$ cat config.mk
export PLATFORM = sky130hd
export DESIGN_NAME = pipe_stage_register
export DESIGN_NICKNAME = d
export VERILOG_FILES = /design/src/rtl/pipe_stage_register.sv
export SDC_FILE = /design/constraint.sdc
export NUM_CORES = 1
export LEC_CHECK = 0
export CAP_MARGIN = 20
export CORE_MARGIN = 1
export CORE_UTILIZATION = 39
export DETAILED_ROUTE_END_ITERATION = 8
export MAX_ROUTING_LAYER = met4
export PLACE_DENSITY_LB_ADDON = 0.12
export SLEW_MARGIN = 20
export SYNTH_ARGS = -nofsm -noshare
export SYNTH_HDL_FRONTEND = slang
export SYNTH_SLANG_ARGS = --single-unit
$ cat constraint.sdc
create_clock -name clk -period 3.24 [get_ports clk]
set_clock_uncertainty 0.1 [all_clocks]
set_input_delay 0.648 -clock clk [delete_from_list [all_inputs] [get_ports clk]]
set_output_delay 0.648 -clock clk [all_outputs]
set_load 0.02 [all_outputs]
$ cat src/rtl/pipe_stage_register.sv
// ---------------------------------------------------------------------------
// pipe_stage_register
//
// Generic elastic pipeline stage with a valid/ready handshake on both sides.
// It carries an opaque payload (no reset) and a control field that is reset
// and masked to CTRL_RST whenever the stage presents no valid entry.
//
// Build option:
//   PIPE_SKID_EN  defined   -> two entries (main + skid). ready_o comes
//                              straight from a flop, so backpressure never
//                              forms a combinational path upstream.
//                 undefined -> single entry. ready_o = !valid_o || ready_i,
//                              which is combinational from ready_i.
//
// Ports:
//   clk          in   clock, rising edge
//   reset_n      in   asynchronous active-low reset
//   valid_i      in   upstream entry present
//   ready_o      out  stage accepts an entry this cycle
//   data_i       in   [DATA_W] upstream payload
//   ctrl_i       in   [CTRL_W] upstream control field
//   flush_i      in   drop every held entry and the current input
//   valid_o      out  head entry present
//   ready_i      in   downstream accepts this cycle
//   data_o       out  [DATA_W] head payload (holds last value when empty)
//   ctrl_o       out  [CTRL_W] head control, CTRL_RST when valid_o = 0
//   occupancy_o  out  [2] number of held entries
// ---------------------------------------------------------------------------
module pipe_stage_register #(
  parameter int                 DATA_W   = 32,
  parameter int                 CTRL_W   = 8,
  parameter logic [CTRL_W-1:0]  CTRL_RST = '0
) (
  input  logic              clk,
  input  logic              reset_n,
  input  logic              valid_i,
  output logic              ready_o,
  input  logic [DATA_W-1:0] data_i,
  input  logic [CTRL_W-1:0] ctrl_i,
  input  logic              flush_i,
  output logic              valid_o,
  input  logic              ready_i,
  output logic [DATA_W-1:0] data_o,
  output logic [CTRL_W-1:0] ctrl_o,
  output logic [1:0]        occupancy_o
);

  // Occupancy doubles as the state encoding.
  typedef enum logic [1:0] {
    ST_EMPTY = 2'd0,
    ST_BUSY  = 2'd1,
    ST_FULL  = 2'd2
  } state_e;

  state_e state_q, state_d;

  logic accept;
  logic emit;
  logic ld_main_in;   // main <- input

  logic [DATA_W-1:0] main_data_q;
  logic [CTRL_W-1:0] main_ctrl_q;

`ifdef PIPE_SKID_EN
  logic              ld_main_skid; // main <- skid (drain from FULL)
  logic              ld_skid;      // skid <- input
  logic              ready_q, ready_d;
  logic [DATA_W-1:0] skid_data_q;
  logic [CTRL_W-1:0] skid_ctrl_q;
`endif

  assign accept = valid_i && ready_o;
  assign emit   = valid_o && ready_i;

  // -------------------------------------------------------------------------
  // State register
  // -------------------------------------------------------------------------
  always_ff @(posedge clk or negedge reset_n) begin
    if (!reset_n) begin
      state_q <= ST_EMPTY;
    end else begin
      state_q <= state_d;
    end
  end

  // -------------------------------------------------------------------------
  // Next-state and load-enable logic. Flush wins over everything: the state
  // empties and no register loads, so a same-cycle input is dropped.
  // -------------------------------------------------------------------------
  always_comb begin
    state_d    = state_q;
    ld_main_in = 1'b0;
`ifdef PIPE_SKID_EN
    ld_main_skid = 1'b0;
    ld_skid      = 1'b0;
`endif
    if (flush_i) begin
      state_d = ST_EMPTY;
    end else begin
      case (state_q)
        ST_EMPTY: begin
          if (accept) begin
            ld_main_in = 1'b1;
            state_d    = ST_BUSY;
          end
        end
        ST_BUSY: begin
`ifdef PIPE_SKID_EN
          if (accept && emit) begin
            ld_main_in = 1'b1;
          end else if (accept) begin
            // Head is stalled; park the newcomer behind it.
            ld_skid = 1'b1;
            state_d = ST_FULL;
          end else if (emit) begin
            state_d = ST_EMPTY;
          end
`else
          // With a single entry an accept while busy implies an emit.
          if (accept) begin
            ld_main_in = 1'b1;
          end else if (emit) begin
            state_d = ST_EMPTY;
          end
`endif
        end
`ifdef PIPE_SKID_EN
        ST_FULL: begin
          // ready_o is low here, so only the drain can happen.
          if (emit) begin
            ld_main_skid = 1'b1;
            state_d      = ST_BUSY;
          end
        end
`endif
        default: state_d = ST_EMPTY;
      endcase
    end
  end

  // -------------------------------------------------------------------------
  // Output logic
  // -------------------------------------------------------------------------
  always_comb begin
    valid_o     = (state_q != ST_EMPTY);
    ctrl_o      = valid_o ? main_ctrl_q : CTRL_RST;
    data_o      = main_data_q;
    occupancy_o = state_q;
`ifdef PIPE_SKID_EN
    ready_o     = ready_q;
`else
    ready_o     = !valid_o || ready_i;
`endif
  end

`ifdef PIPE_SKID_EN
  // ready is precomputed from the next state so it leaves a flop directly.
  assign ready_d = (state_d != ST_FULL);

  always_ff @(posedge clk or negedge reset_n) begin
    if (!reset_n) begin
      ready_q <= 1'b1;
    end else begin
      ready_q <= ready_d;
    end
  end
`endif

  // -------------------------------------------------------------------------
  // Control field: reset so a stale write-enable can never leak after reset.
  // -------------------------------------------------------------------------
  always_ff @(posedge clk or negedge reset_n) begin
    if (!reset_n) begin
      main_ctrl_q <= CTRL_RST;
    end else if (ld_main_in) begin
      main_ctrl_q <= ctrl_i;
`ifdef PIPE_SKID_EN
    end else if (ld_main_skid) begin
      main_ctrl_q <= skid_ctrl_q;
`endif
    end
  end

`ifdef PIPE_SKID_EN
  always_ff @(posedge clk or negedge reset_n) begin
    if (!reset_n) begin
      skid_ctrl_q <= CTRL_RST;
    end else if (ld_skid) begin
      skid_ctrl_q <= ctrl_i;
    end
  end
`endif

  // -------------------------------------------------------------------------
  // Payload: no reset, loads only on accept or skid transfer.
  // -------------------------------------------------------------------------
  always_ff @(posedge clk) begin
    if (ld_main_in) begin
      main_data_q <= data_i;
`ifdef PIPE_SKID_EN
    end else if (ld_main_skid) begin
      main_data_q <= skid_data_q;
`endif
    end
  end

`ifdef PIPE_SKID_EN
  always_ff @(posedge clk) begin
    if (ld_skid) begin
      skid_data_q <= data_i;
    end
  end
`endif

endmodule

==> results of run 1 <==
==> power groups by stage <==
stage | sequential [W] | clock [W] | combinational, W
detailed placement | 0.000632 | 0 | 0.000196
global route | 0.000625 | 0.000265 | 0.000205
CTS | 0.000621 | 0.000244 | 0.000197
floorplan | 0.000651 | 0 | 0.0000622
global placement | 0.000631 | 0 | 0.000192
finish | 0.000621 | 0.000229 | 0.000194
==> state kept, by name (all words and copies together) (netlist names) <==
register	count
data_o	32
occupancy_o	1
main_ctrl_q	8
==> placed cells by master, fill, tap and decap left out, drive strengths merged <==
| cell | synthesis | layout |
|---|---|---|
| clkbuf | 0 | 6 |
| nor3b | 1 | 1 |
| conb | 1 | 1 |
| buf | 3 | 1 |
| nor2 | 2 | 2 |
| edfxtp | 32 | 32 |
| and2 | 8 | 8 |
| dfrtp | 9 | 9 |
| clkinv | 0 | 2 |
| inv | 1 | 1 |
| clkdlybuf4s50 | 0 | 87 |
| nor2b | 1 | 1 |
| mux2 | 8 | 8 |
==> final timing paths <==
kind | startpoint | to
hold reg to reg | main_ctrl_q[1] | main_ctrl_q[1]
setup / recovery | ready_i | ready_o
setup reg to reg | occupancy_o[0] | main_ctrl_q[4]
hold / removal | main_ctrl_q[1] | main_ctrl_q[1]
min in group asynchronous | reset_n | main_ctrl_q[4]
max in group asynchronous | reset_n | main_ctrl_q[2]
==> metal layers <==
layer	up-vias	share of wire (%)
met5	-	0
met4	0	0.63
met3	2	7.7
met2	53	53
met1	416	39
li1	420	-
==> metrics by stage <==
step	util [%]	total power [W]	std cells	hold WS (ps)	instance area, µm²
after floorplan	-	0.000713	66	252	1430
after detailed placement	69.2	0.000828	197	390	2360
after global routing	70.7	0.00110	205	441	2410
final	70.7	0.00104	205	417	2410
after global placement	69.2	0.000823	197	390	2360
after CTS	70.7	0.00106	205	421	2410
==> cells by family after synthesis <==
kind of cell | count (synthesis) | share of synthesized area, %
flops | 41 | 82.7
simple gates | 12 | 6.54
mux | 8 | 8.38
buf+inv | 4 | 2.09
other cells | 1 | 0.262
==> cell usage after synthesis <==
cell type  count  area [µm²]
conb_1         1        3.75
dfrtp_1        9         225
nor2b_4        1        13.8
nor3b_2        1        12.5
nor2_1         2        7.51
buf_6          1        11.3
inv_1          1        3.75
and2_2         8        60.1
edfxtp_1      32         961
buf_4          2        15.0
mux2_4         8         120
==> final cells by class <==
class | count | area (µm²) | area share, %
Timing Repair Buffer | 88 | 891 | 36.9
Multi-Input combinational cell | 21 | 224 | 9.28
Tap cell | 46 | 57.6 | 2.38
Sequential cell | 41 | 1190 | 49.1
Clock buffer | 6 | 41.3 | 1.71
Inverter | 1 | 3.75 | 0.156
Clock inverter | 2 | 10.0 | 0.415
==> worst max-delay path, cell delays in order <==
cell,delay (ps)
clkdlybuf4s50_1,500
nor2b_4,60
inv_1,50
clkdlybuf4s50_1,590
==> reports/results.txt, run 1 <==
cells on worst reg2reg path -> 4
number of unique standard cell types used by synthesis -> 11
Sw Ratio -> 22.3%
Final Worst Setup Slack -> 638 ps
die area -> 3920 µm²
synth-to-layout area growth -> 68.3%
crit end category -> primary output
Final Cycle Share -> 80.3%
crit start category -> input port
P_leak -> 0.890 nW
Initial Utilization -> 42.0%
Clock Power Share -> 22.0%
Power Density -> 433 nW/µm²
# resized after CTS -> 0
Combinational Power Share -> 18.6%
largest net degree at the start of global routing -> 41
routed wire length -> 2690 µm
Hold Crit Class -> flop to flop
vias in the first global route -> 883
Layout fillers -> 246
max cap viols -> 0
syn_nets -> 111
Final nets -> 203
final setup vio count -> 0
yosys warns -> 0
routed len/inst -> 13.1 µm
core box area -> 3420 µm²
CTS root buf -> clkbuf_4
DRT iter0 DRCs -> 28
RSZ-0062 raised after global routing -> false
Sw Pwr -> 0.000233 W
Num CTS Buffers -> 5
gr usage total -> 15.5%
CP Data Required Time -> 2490 ps
DP HPWL -> 1970 µm
worst hold path depth -> 1
Top Usage Layer GRT -> met2
run status -> complete, no violations
Placement Setup Slack -> 643 ps
Peak VDD IR -> 0.000274 V
post-synthesis sequential area ratio -> 82.7%
global routing met1 resource utilization -> 17.7%
Num Clock Sinks -> 41
die height -> 62.6 µm
total number of vias -> 891
I/O pin count -> 89
reg2reg setup slack -> 1540 ps
cts hold-fix bufs -> 0
post-CTS setup buffer count -> 0
Initial DRT Pass Iterations -> 4
Syn Area/Cell -> 21.7 µm²
M3 GR Usage -> 5.47%
fraction of layout cells with a size suffix above 1 -> 16.4%
H-tree depth -> 2
TritonCTS clock tree -> done
Final Max Slew Viols -> 0
fmax -> 0.384 GHz
PortBufs -> 87
number of antenna violations at the first check in global routing -> 0
Synth Cell Area -> 1430 µm²
ANT cells -> 0
Fin Setup TNS -> 0 ps
Clock transition at path regs -> 110 ps
Remaining DRCs -> 0
GR Util met2 -> 25.0%
CP max FO -> 3
Pint -> 0.000811 W
Routability Congestion -> 0.669
maximum clock path buffer count -> 2
worst skew pair latency -> 330 ps
Arr. time, crit path -> 1850 ps
global-route wire length before repair -> 4310 µm
Die Width -> 62.6 µm
Yosys reg bits -> 41
crit path kind -> input port to primary output
min Tclk post-route -> 2600 ps
Synth Instances -> 66
Rows -> 21
Fin. Hold Viols -> 0
Antenna Nets Post-Route -> 0
total grt overflow -> 0
routed vias/inst -> 4.35
Seq pwr share -> 59.4%
No activity file was read; power rests on OpenSTA's default activity.
==> run 2, diff against run 1 <==
Settings changed: CORE_UTILIZATION 39 to 36.
Clock period 3.24 ns to 2.66 ns, I/O delays scaled along.
==> reports/results.txt, run 2 (synthesized netlist as in run 1, its figures left out) <==
cts hold-fix bufs -> 0
Die Width -> 65.1 µm
Num CTS Buffers -> 5
Non-Filler Instances -> 208
die height -> 65.1 µm
Arr. time, crit path -> 1730 ps
number of antenna violations at the first check in global routing -> 0
Antenna Nets Post-Route -> 0
RSZ-0062 raised after global routing -> false
most used cell, CP -> clkdlybuf4s50_1
Final Max Slew Viols -> 0
worst setup path startpoint -> ready_i
Fin. Hold Viols -> 0
TritonCTS clock tree -> done
worst reg2reg startpoint -> occupancy_o[0]
routed wire length -> 2720 µm
min Tclk post-route -> 2370 ps
total number of vias -> 896
fmax -> 0.423 GHz
Power Density -> 579 nW/µm²
ANT cells -> 0
crit path kind -> input port to primary output
Num Clock Sinks -> 41
Hold Crit Class -> flop to flop
post-CTS setup buffer count -> 0
DP HPWL -> 2020 µm
Final nets -> 204
Top delay family on crit path -> buffers and inverters
Initial DRT Pass Iterations -> 3
CTS root buf -> clkbuf_8
Routability Congestion -> 0.663
final setup vio count -> 0
max cap viols -> 0
Fin Setup TNS -> 0 ps
Clock transition at path regs -> 70 ps
maximum clock path buffer count -> 2
CP max FO -> 3
crit end category -> primary output
CP bufs+invs -> 3
commonest non-fill, non-tap cell in the layout -> clkdlybuf4s50_1
vias in the first global route -> 899
Peak VDD IR -> 0.000342 V
min-delay src -> main_ctrl_q[2]
cell with the largest stage delay on the worst path -> clkdlybuf4s50_1
Rows -> 22
CP Data Required Time -> 2030 ps
Initial Utilization -> 38.3%
worst skew pair latency -> 280 ps
global-route wire length before repair -> 4210 µm
crit start category -> input port
routed len/inst -> 13.1 µm
I/O pin count -> 89
core box area -> 3740 µm²
largest net degree at the start of global routing -> 22
# resized after CTS -> 0
H-tree depth -> 2
P_leak -> 0.914 nW
Final Cycle Share -> 88.9%
gr usage total -> 14.3%
max FFs per register -> 32
run status -> complete, no violations
Cell Chain, Critical Path -> clkdlybuf4s50_1 -> nor2b_4 -> inv_1 -> clkdlybuf4s50_1
most frequent cells in the layout -> clkdlybuf4s50_1, edfxtp_1, dfrtp_1, and2_2, mux2_4
routed vias/inst -> 4.31
die area -> 4240 µm²
Final Util -> 65.7%
Remaining DRCs -> 0
PortBufs -> 87
placed cell count -> 200
synth-to-layout area growth -> 71.6%
DRT iter0 DRCs -> 48
slowest stage delay, CP -> 590 ps
fraction of layout cells with a size suffix above 1 -> 17.5%
total grt overflow -> 0
-- run 2: per-layer routing --
| metal | wire, µm | share of wire, % | up-vias | GRT usage (%) |
|---|---|---|---|---|
| met5 | 0 | 0 | - | - |
| met2 | 1360 | 50 | 50 | 22.7 |
| met1 | 1110 | 41 | 422 | 16.1 |
| li1 | - | - | 418 | - |
| met3 | 209 | 7.7 | 6 | 5.56 |
| met4 | 51 | 1.9 | 0 | 6.52 |
-- run 2: layout make-up --
type	count	area, µm²
repair buffers	89	886
inverters	1	3.75
clock inverters	1	5.00
well taps	48	60.1
fillers	296	1280
clock buffers	7	96.3
flip-flops and latches	41	1190
multi-input cells	21	224
-- run 2: power breakdown --
group	internal (W)	switching, W	leakage, nW
clock network	0.000234	0.000200	0.0542
logic	0.000148	0.0000868	0.454
registers	0.000739	0.0000183	0.405
total	0.00112	0.000305	0.914
-- run 2: per-stage QoR --
step | hold WS (ps) | setup slack (ps) | power [W] | cell area (µm²)
global placement | 390 | 297 | 0.00100 | 2360
detailed placement | 389 | 289 | 0.00101 | 2360
floorplan | 136 | 972 | 0.000869 | 1430
finish | 410 | 294 | 0.00142 | 2460
global route | 426 | 243 | 0.00148 | 2460
CTS | 412 | 289 | 0.00144 | 2460
-- run 2: final timing paths --
path	endpoint	slack (ps)	cells past startpoint
max	ready_o	290	4
min	main_ctrl_q[2]	410	1
max reg2reg	main_ctrl_q[6]	940	4
min reg2reg	main_ctrl_q[2]	410	1
max in group asynchronous	main_ctrl_q[3]	1740	1
min in group asynchronous	main_ctrl_q[0]	430	1
